==> src/rtl/mul_pkg.sv <==
// Shared definitions for the Booth multiplier arbiter.
//   W     : default operand width (product is 2*W, signed)
//   ID_W  : default response tag width (clog2 of the requester count)
//   P_W   : default product width
//   state_e : arbiter sequencing states
package mul_pkg;

    localparam int W    = 16;
    localparam int ID_W = 2;
    localparam int P_W  = 2 * W;

    typedef enum logic [1:0] {
        IDLE  = 2'd0,
        ISSUE = 2'd1,
        WAIT  = 2'd2,
        RESP  = 2'd3
    } state_e;

endpackage

==> src/rtl/rr_pick.sv <==
// Combinational round-robin priority picker.
// The search starts one position above the last winner and wraps, so the
// most recently served requester has the lowest priority.
//   req_i : request vector, one bit per requester
//   ptr_i : index of the last granted requester
//   gnt_o : one-hot grant (all zero when nothing is requested)
//   idx_o : encoded index of the granted requester
//   any_o : at least one request present
module rr_pick
    import mul_pkg::*;
#(
    parameter int N  = 4,
    parameter int IW = 2
) (
    input  logic [N-1:0]  req_i,
    input  logic [IW-1:0] ptr_i,
    output logic [N-1:0]  gnt_o,
    output logic [IW-1:0] idx_o,
    output logic          any_o
);

    logic [IW-1:0] cand;

    always_comb begin
        gnt_o = '0;
        idx_o = '0;
        any_o = 1'b0;
        cand  = '0;
        // i = N lands back on ptr_i itself, so a lone requester still wins.
        for (int i = 1; i <= N; i++) begin
            cand = IW'((int'(ptr_i) + i) % N);
            if (!any_o && req_i[cand]) begin
                any_o       = 1'b1;
                gnt_o[cand] = 1'b1;
                idx_o       = cand;
            end
        end
    end

endmodule

==> src/rtl/booth_mul_arbiter.sv <==
// Shares one iterative signed Booth multiplier core among N_REQ requesters.
// Round-robin grant, operand latching, core start/done sequencing and a
// bypass that answers 0 without touching the core when an operand is zero.
//   clk, reset            : clock, synchronous active-high reset
//   req_valid / req_ready : per-requester handshake, ready is a one-hot pulse
//   req_x / req_y         : packed operands, requester k at [k*W +: W]
//   core_start            : one-cycle start pulse to the core
//   core_x / core_y       : latched operands, stable while the core runs
//   core_done / core_prod : core completion pulse and its product
//   rsp_valid / rsp_ready : response handshake, held until accepted
//   rsp_id / rsp_data     : owning requester and full-width product
module booth_mul_arbiter #(
    parameter int N_REQ = 4,
    parameter int W     = mul_pkg::W,
    parameter int ID_W  = mul_pkg::ID_W
) (
    input  logic               clk,
    input  logic               reset,
    input  logic [N_REQ-1:0]   req_valid,
    output logic [N_REQ-1:0]   req_ready,
    input  logic [N_REQ*W-1:0] req_x,
    input  logic [N_REQ*W-1:0] req_y,
    output logic               core_start,
    output logic [W-1:0]       core_x,
    output logic [W-1:0]       core_y,
    input  logic               core_done,
    input  logic [2*W-1:0]     core_prod,
    output logic               rsp_valid,
    input  logic               rsp_ready,
    output logic [ID_W-1:0]    rsp_id,
    output logic [2*W-1:0]     rsp_data
);

    import mul_pkg::*;

    state_e            state_q, state_d;
    logic [ID_W-1:0]   rr_q, rr_d;
    logic [ID_W-1:0]   id_q, id_d;
    logic [W-1:0]      x_q, x_d;
    logic [W-1:0]      y_q, y_d;
    logic [2*W-1:0]    data_q, data_d;

    logic [N_REQ-1:0]  pick_gnt;
    logic [ID_W-1:0]   pick_idx;
    logic              pick_any;
    logic [W-1:0]      sel_x, sel_y;

    rr_pick #(
        .N  (N_REQ),
        .IW (ID_W)
    ) u_pick (
        .req_i (req_valid),
        .ptr_i (rr_q),
        .gnt_o (pick_gnt),
        .idx_o (pick_idx),
        .any_o (pick_any)
    );

    assign sel_x = req_x[pick_idx*W +: W];
    assign sel_y = req_y[pick_idx*W +: W];

    always_comb begin
        state_d    = state_q;
        rr_d       = rr_q;
        id_d       = id_q;
        x_d        = x_q;
        y_d        = y_q;
        data_d     = data_q;
        req_ready  = '0;
        core_start = 1'b0;
        rsp_valid  = 1'b0;
        case (state_q)
            IDLE: begin
                if (pick_any) begin
                    req_ready = pick_gnt;
                    x_d       = sel_x;
                    y_d       = sel_y;
                    id_d      = pick_idx;
                    rr_d      = pick_idx;
                    // A zero operand makes the product known; skip the core.
                    if (sel_x == '0 || sel_y == '0) begin
                        data_d  = '0;
                        state_d = RESP;
                    end else begin
                        state_d = ISSUE;
                    end
                end
            end
            ISSUE: begin
                core_start = 1'b1;
                state_d    = WAIT;
            end
            WAIT: begin
                // core_done is only honoured here, so stray pulses are dropped.
                if (core_done) begin
                    data_d  = core_prod;
                    state_d = RESP;
                end
            end
            RESP: begin
                rsp_valid = 1'b1;
                if (rsp_ready) state_d = IDLE;
            end
            default: state_d = IDLE;
        endcase
    end

    always_ff @(posedge clk) begin
        if (reset) begin
            state_q <= IDLE;
            rr_q    <= ID_W'(N_REQ - 1);  // requester 0 wins first
            id_q    <= '0;
            x_q     <= '0;
            y_q     <= '0;
            data_q  <= '0;
        end else begin
            state_q <= state_d;
            rr_q    <= rr_d;
            id_q    <= id_d;
            x_q     <= x_d;
            y_q     <= y_d;
            data_q  <= data_d;
        end
    end

    assign core_x   = x_q;
    assign core_y   = y_q;
    assign rsp_id   = id_q;
    assign rsp_data = data_q;

endmodule

==> config.mk <==
export PLATFORM = sky130hd
export DESIGN_NAME = booth_mul_arbiter
export DESIGN_NICKNAME = d
export VERILOG_FILES = /design/src/rtl/mul_pkg.sv /design/src/rtl/rr_pick.sv /design/src/rtl/booth_mul_arbiter.sv
export SDC_FILE = /design/constraint.sdc
export NUM_CORES = 1
export LEC_CHECK = 0
export CORE_ASPECT_RATIO = 0.8
export CORE_UTILIZATION = 40
export DETAILED_ROUTE_END_ITERATION = 8
export PLACE_DENSITY = 0.91
export SYNTH_ARGS = -nofsm -noshare
export SYNTH_HDL_FRONTEND = slang
export SYNTH_SLANG_ARGS = --single-unit
==> constraint.sdc <==
create_clock -name clk -period 4.6 [get_ports clk]
set_input_delay 0.69 -clock clk [delete_from_list [all_inputs] [get_ports clk]]
set_output_delay 0.69 -clock clk [all_outputs]
set_load 0.02 [all_outputs]
==> results of run 1 <==
## Yosys cell counts
master / number
sky130_fd_sc_hd__o32ai_2: 30
sky130_fd_sc_hd__a221o_1: 1
sky130_fd_sc_hd__o21bai_1: 1
sky130_fd_sc_hd__or2_2: 1
sky130_fd_sc_hd__nor3_1: 2
sky130_fd_sc_hd__nor4_1: 28
sky130_fd_sc_hd__a21oi_1: 41
sky130_fd_sc_hd__a211o_1: 1
sky130_fd_sc_hd__buf_1: 1
sky130_fd_sc_hd__a32oi_2: 1
sky130_fd_sc_hd__or4_1: 4
sky130_fd_sc_hd__o311ai_2: 1
sky130_fd_sc_hd__or3_1: 1
sky130_fd_sc_hd__or2_1: 2
sky130_fd_sc_hd__buf_2: 9
sky130_fd_sc_hd__nor2b_1: 3
sky130_fd_sc_hd__mux2_2: 33
sky130_fd_sc_hd__buf_6: 3
sky130_fd_sc_hd__and2_1: 2
sky130_fd_sc_hd__a22oi_1: 5
sky130_fd_sc_hd__clkbuf_1: 24
sky130_fd_sc_hd__o211ai_1: 34
sky130_fd_sc_hd__dfxtp_1: 70
sky130_fd_sc_hd__o21ai_1: 1
sky130_fd_sc_hd__o32ai_1: 2
sky130_fd_sc_hd__mux2i_1: 39
sky130_fd_sc_hd__ha_1: 11
sky130_fd_sc_hd__and3_1: 4
sky130_fd_sc_hd__nand3_1: 4
sky130_fd_sc_hd__o21ai_0: 5
sky130_fd_sc_hd__o31a_1: 1
sky130_fd_sc_hd__buf_4: 1
sky130_fd_sc_hd__a211oi_1: 1
sky130_fd_sc_hd__mux4_2: 3
sky130_fd_sc_hd__inv_1: 71
sky130_fd_sc_hd__nor2_1: 17
sky130_fd_sc_hd__nand2_1: 70
sky130_fd_sc_hd__a221oi_1: 6
## cells in the final DEF, fill, tap and decap left out, types with 5 or more instances in the layout
cell / count
sky130_fd_sc_hd__clkdlybuf4s50_1: 238
sky130_fd_sc_hd__inv_1: 71
sky130_fd_sc_hd__nand2_1: 70
sky130_fd_sc_hd__dfxtp_1: 70
sky130_fd_sc_hd__a21oi_1: 41
sky130_fd_sc_hd__mux2i_1: 39
sky130_fd_sc_hd__o211ai_1: 34
sky130_fd_sc_hd__mux2_2: 33
sky130_fd_sc_hd__o32ai_2: 30
sky130_fd_sc_hd__nor4_1: 28
sky130_fd_sc_hd__nor2_1: 17
sky130_fd_sc_hd__ha_1: 11
sky130_fd_sc_hd__clkbuf_16: 9
sky130_fd_sc_hd__buf_4: 8
sky130_fd_sc_hd__a221oi_1: 6
sky130_fd_sc_hd__a22oi_1: 5
sky130_fd_sc_hd__o21ai_0: 5
## sequential cells by signal, indices dropped and copies added (netlist names)
name      flops
core_y       16
rsp_id        2
rsp_data     32
rr_q          2
state_q       2
core_x       16
## tightest hold or removal path, cell delays in order, from the launching register on
cell                      delay [ps]
sky130_fd_sc_hd__dfxtp_1         310
sky130_fd_sc_hd__nand2_1          50
sky130_fd_sc_hd__a21oi_1          50
## layout make-up
class | count | area [µm²] | share of cell area
Multi-Input combinational cell | 355 | 2805 | 0.3783
Timing Repair Buffer | 247 | 2447 | 0.3300
Sequential cell | 70 | 1401 | 0.1890
Inverter | 71 | 266.5 | 0.03594
Clock buffer | 10 | 229.0 | 0.03088
Tap cell | 144 | 180.2 | 0.02430
Clock inverter | 6 | 86.33 | 0.01164
## per-stage QoR
step	util	std cells	cell area, µm²	power [µW]	hold slack [ps]
floorplan	-	534	4619	2582	464.7
global placement	0.6420	887	7101	3308	443.0
detailed placement	0.6420	887	7101	3369	449.4
CTS	0.6705	903	7416	4120	457.3
global route	0.6705	903	7416	4392	478.8
finish	0.6705	903	7416	4137	456.4
## layer usage
layer,vias up,wire length (µm),part of all wire
met4,0,459,0.029
met5,-,0,0
li1,2362,-,-
met2,226,8082,0.50
met3,38,1090,0.068
met1,2386,6383,0.40
## logic make-up after synthesis
| group | after synthesis |
|---|---|
| AO/OA/AOI/OAI | 131 |
| buffers and inverters | 109 |
| adder cells (fa/ha/maj) | 11 |
| AND/OR/NAND/NOR | 138 |
| flip-flops | 70 |
| multiplexers | 75 |
## power by group
| group | internal (µW) | switching (µW) | total [µW] |
|---|---|---|---|
| Sequential | 749 | 75.6 | 825 |
| Combinational | 1130 | 1440 | 2570 |
| Clock | 474 | 265 | 738 |
| Total | 2360 | 1780 | 4140 |
## worst max path at each step
stage,start,to,slack (ps),cells past startpoint
after global placement,req_valid[2],rsp_data[31],510,9
after global routing,rr_q[1],req_ready[3],80,11
after CTS,rr_q[1],req_ready[1],290,11
final,rr_q[1],req_ready[1],240,11
after floorplan,rr_q[1],req_ready[0],1040,11
after detailed placement,req_valid[2],rsp_data[0],250,9
==> out/results.ini, run 1 <==
[clock_tree]
number_of_resized_instances_in_the_post_cts_repair_step=0
cts_buffer_depth=2
clk_transition_reported_paths_ps=60
cts_setup_buffers=0
clock_tree_from_tritoncts=done
clk-insertion-delay-late_ps=330
cts_inserted_buffers=9
cts-hold-fix-buffers=0
clock_tree.root_cell=sky130_fd_sc_hd__clkbuf_16
cts-htree-levels=3
cts_sinks=70

[global_route]
antenna_violations_before_repair=0
grtUsageMet3=0.06308
global_route.overflow_total=0
use_met2=0.4685
grt_max_degree=69
busiest_layer=met2
globalRouteMet1Util=0.3091
grt_pass1_vias=5112
total_grt_usage=0.2667
grt_first_pass_wirelength_um=25200

[detailed_routing]
detailroute.via_count=5012
dr.first_iter.drc_count=311
number_of_nets_still_failing_antenna_checks_after_routing=0
drt_pre_antenna_iters=5
route.final.wire_length_um=16020
vias_per_cell=5.550
remaining_drc_errors=0
drt-wirelength-per-cell_um=17.74

[timing]
worstMarginPinSlew_ps=1036
rsz0062_at_grt=false
finalCritPeriodShare=0.9478
timing.final.ws_setup_ps=240.0
slew_violations=0
clock_skew_ps=3.795
maxClockFrequency_mhz=229.4
period_needed_ps=4360
setup-tns-final_ps=0
hold_viol=0
number_of_failing_setup_endpoints_in_the_final_timing_report=0
maxSlewHeadroom=0.3093

[floorplanning]
num_io_pins=240
fp.dieArea_um2=11990
die_boundary_width_um=122.2
initial_standard_cell_utilization_of_the_core=0.4176
die-height_um=98.12
core_um2=11060
std_cell_rows=34

[synth]
avgSynthCellArea_um2=8.651
yosysSeqAreaShare=0.3034
synthesis.area_um2=4619
syn-num-nets=713
synth_cell_type_count=38
synth_top_family_by_area=compound AO/OA/AOI/OAI gates
yosys_warnings=0
yosysTopAreaCellShare=0.3034
ys_top_cells_by_area=sky130_fd_sc_hd__dfxtp_1 30%, sky130_fd_sc_hd__o32ai_2 11%, sky130_fd_sc_hd__mux2i_1 8.5%, sky130_fd_sc_hd__mux2_2 8.0%, sky130_fd_sc_hd__inv_1 5.8%
synthMuxAreaShare=0.1796
yosys.area_share.adder=0.02979
synthesis.instances=534
ys_ff_latch=70
yosys.area_share.xor_xnor=0
synth_simple_gate_area_frac=0.1392
yosys_top_cell_by_area=sky130_fd_sc_hd__dfxtp_1
synth_compound_area_frac=0.2514

[setup_path]
cpPeakStageDelay_ps=610
worstReg2RegEnd=rsp_data[25]
startpoint_type=flop
crit_path_cell_trace=buf_4, inv_1, ha_1, mux2i_1, mux2i_1, or2_1, nor2_1, and2_1, a221oi_1, nor2_1, clkdlybuf4s50_1
worstPathRequired_ps=3910
timing.critical_path.to_type=output pin
timing.critical_path.buf_inv=3
regToRegStartpoint=rr_q[1]
critical_path.max_fanout=10
crit_family=buffers and inverters
worstRegToRegCells=11
critical_path_at_ps=3670
crit_type=flop to output pin
rrSetupSlack_ps=520
timing.critical_path.slowest_stage_cell=sky130_fd_sc_hd__mux2i_1

[run]
maxcap_violations=0

[cells_and_area]
design.final.nets=933
diodes=0
drive_above_1_share=0.1252
area.growth.synth_to_final_pct=60.54
filler_cell_count=883

[worst_hold_path]
worstHoldStart=core_x[2]
worstHoldEndpoint=core_x[2]
timing.hold.worst.class=flop to flop
min_path_cells=2

[pwr]
cell_area_power_density_nw_per_um2=557.9
peak_vdd_ir_mv=0.4163
total_leakage_power_uw=0.002739

[place]
dp.final_hpwl_um=12410
preCtsSetupSlack_ps=247.1
gp_routability_congestion=0.9822
port_buffers=239

[run_status]
run_status=complete, no violations

Note: power is estimated with default switching activity, not from simulation.
==> run 2: changes to the inputs <==
TNS_END_PERCENT = 1   (was not set)
==> results of run 2 <==
Final layout, timing and power as in run 1 (identical DEF).
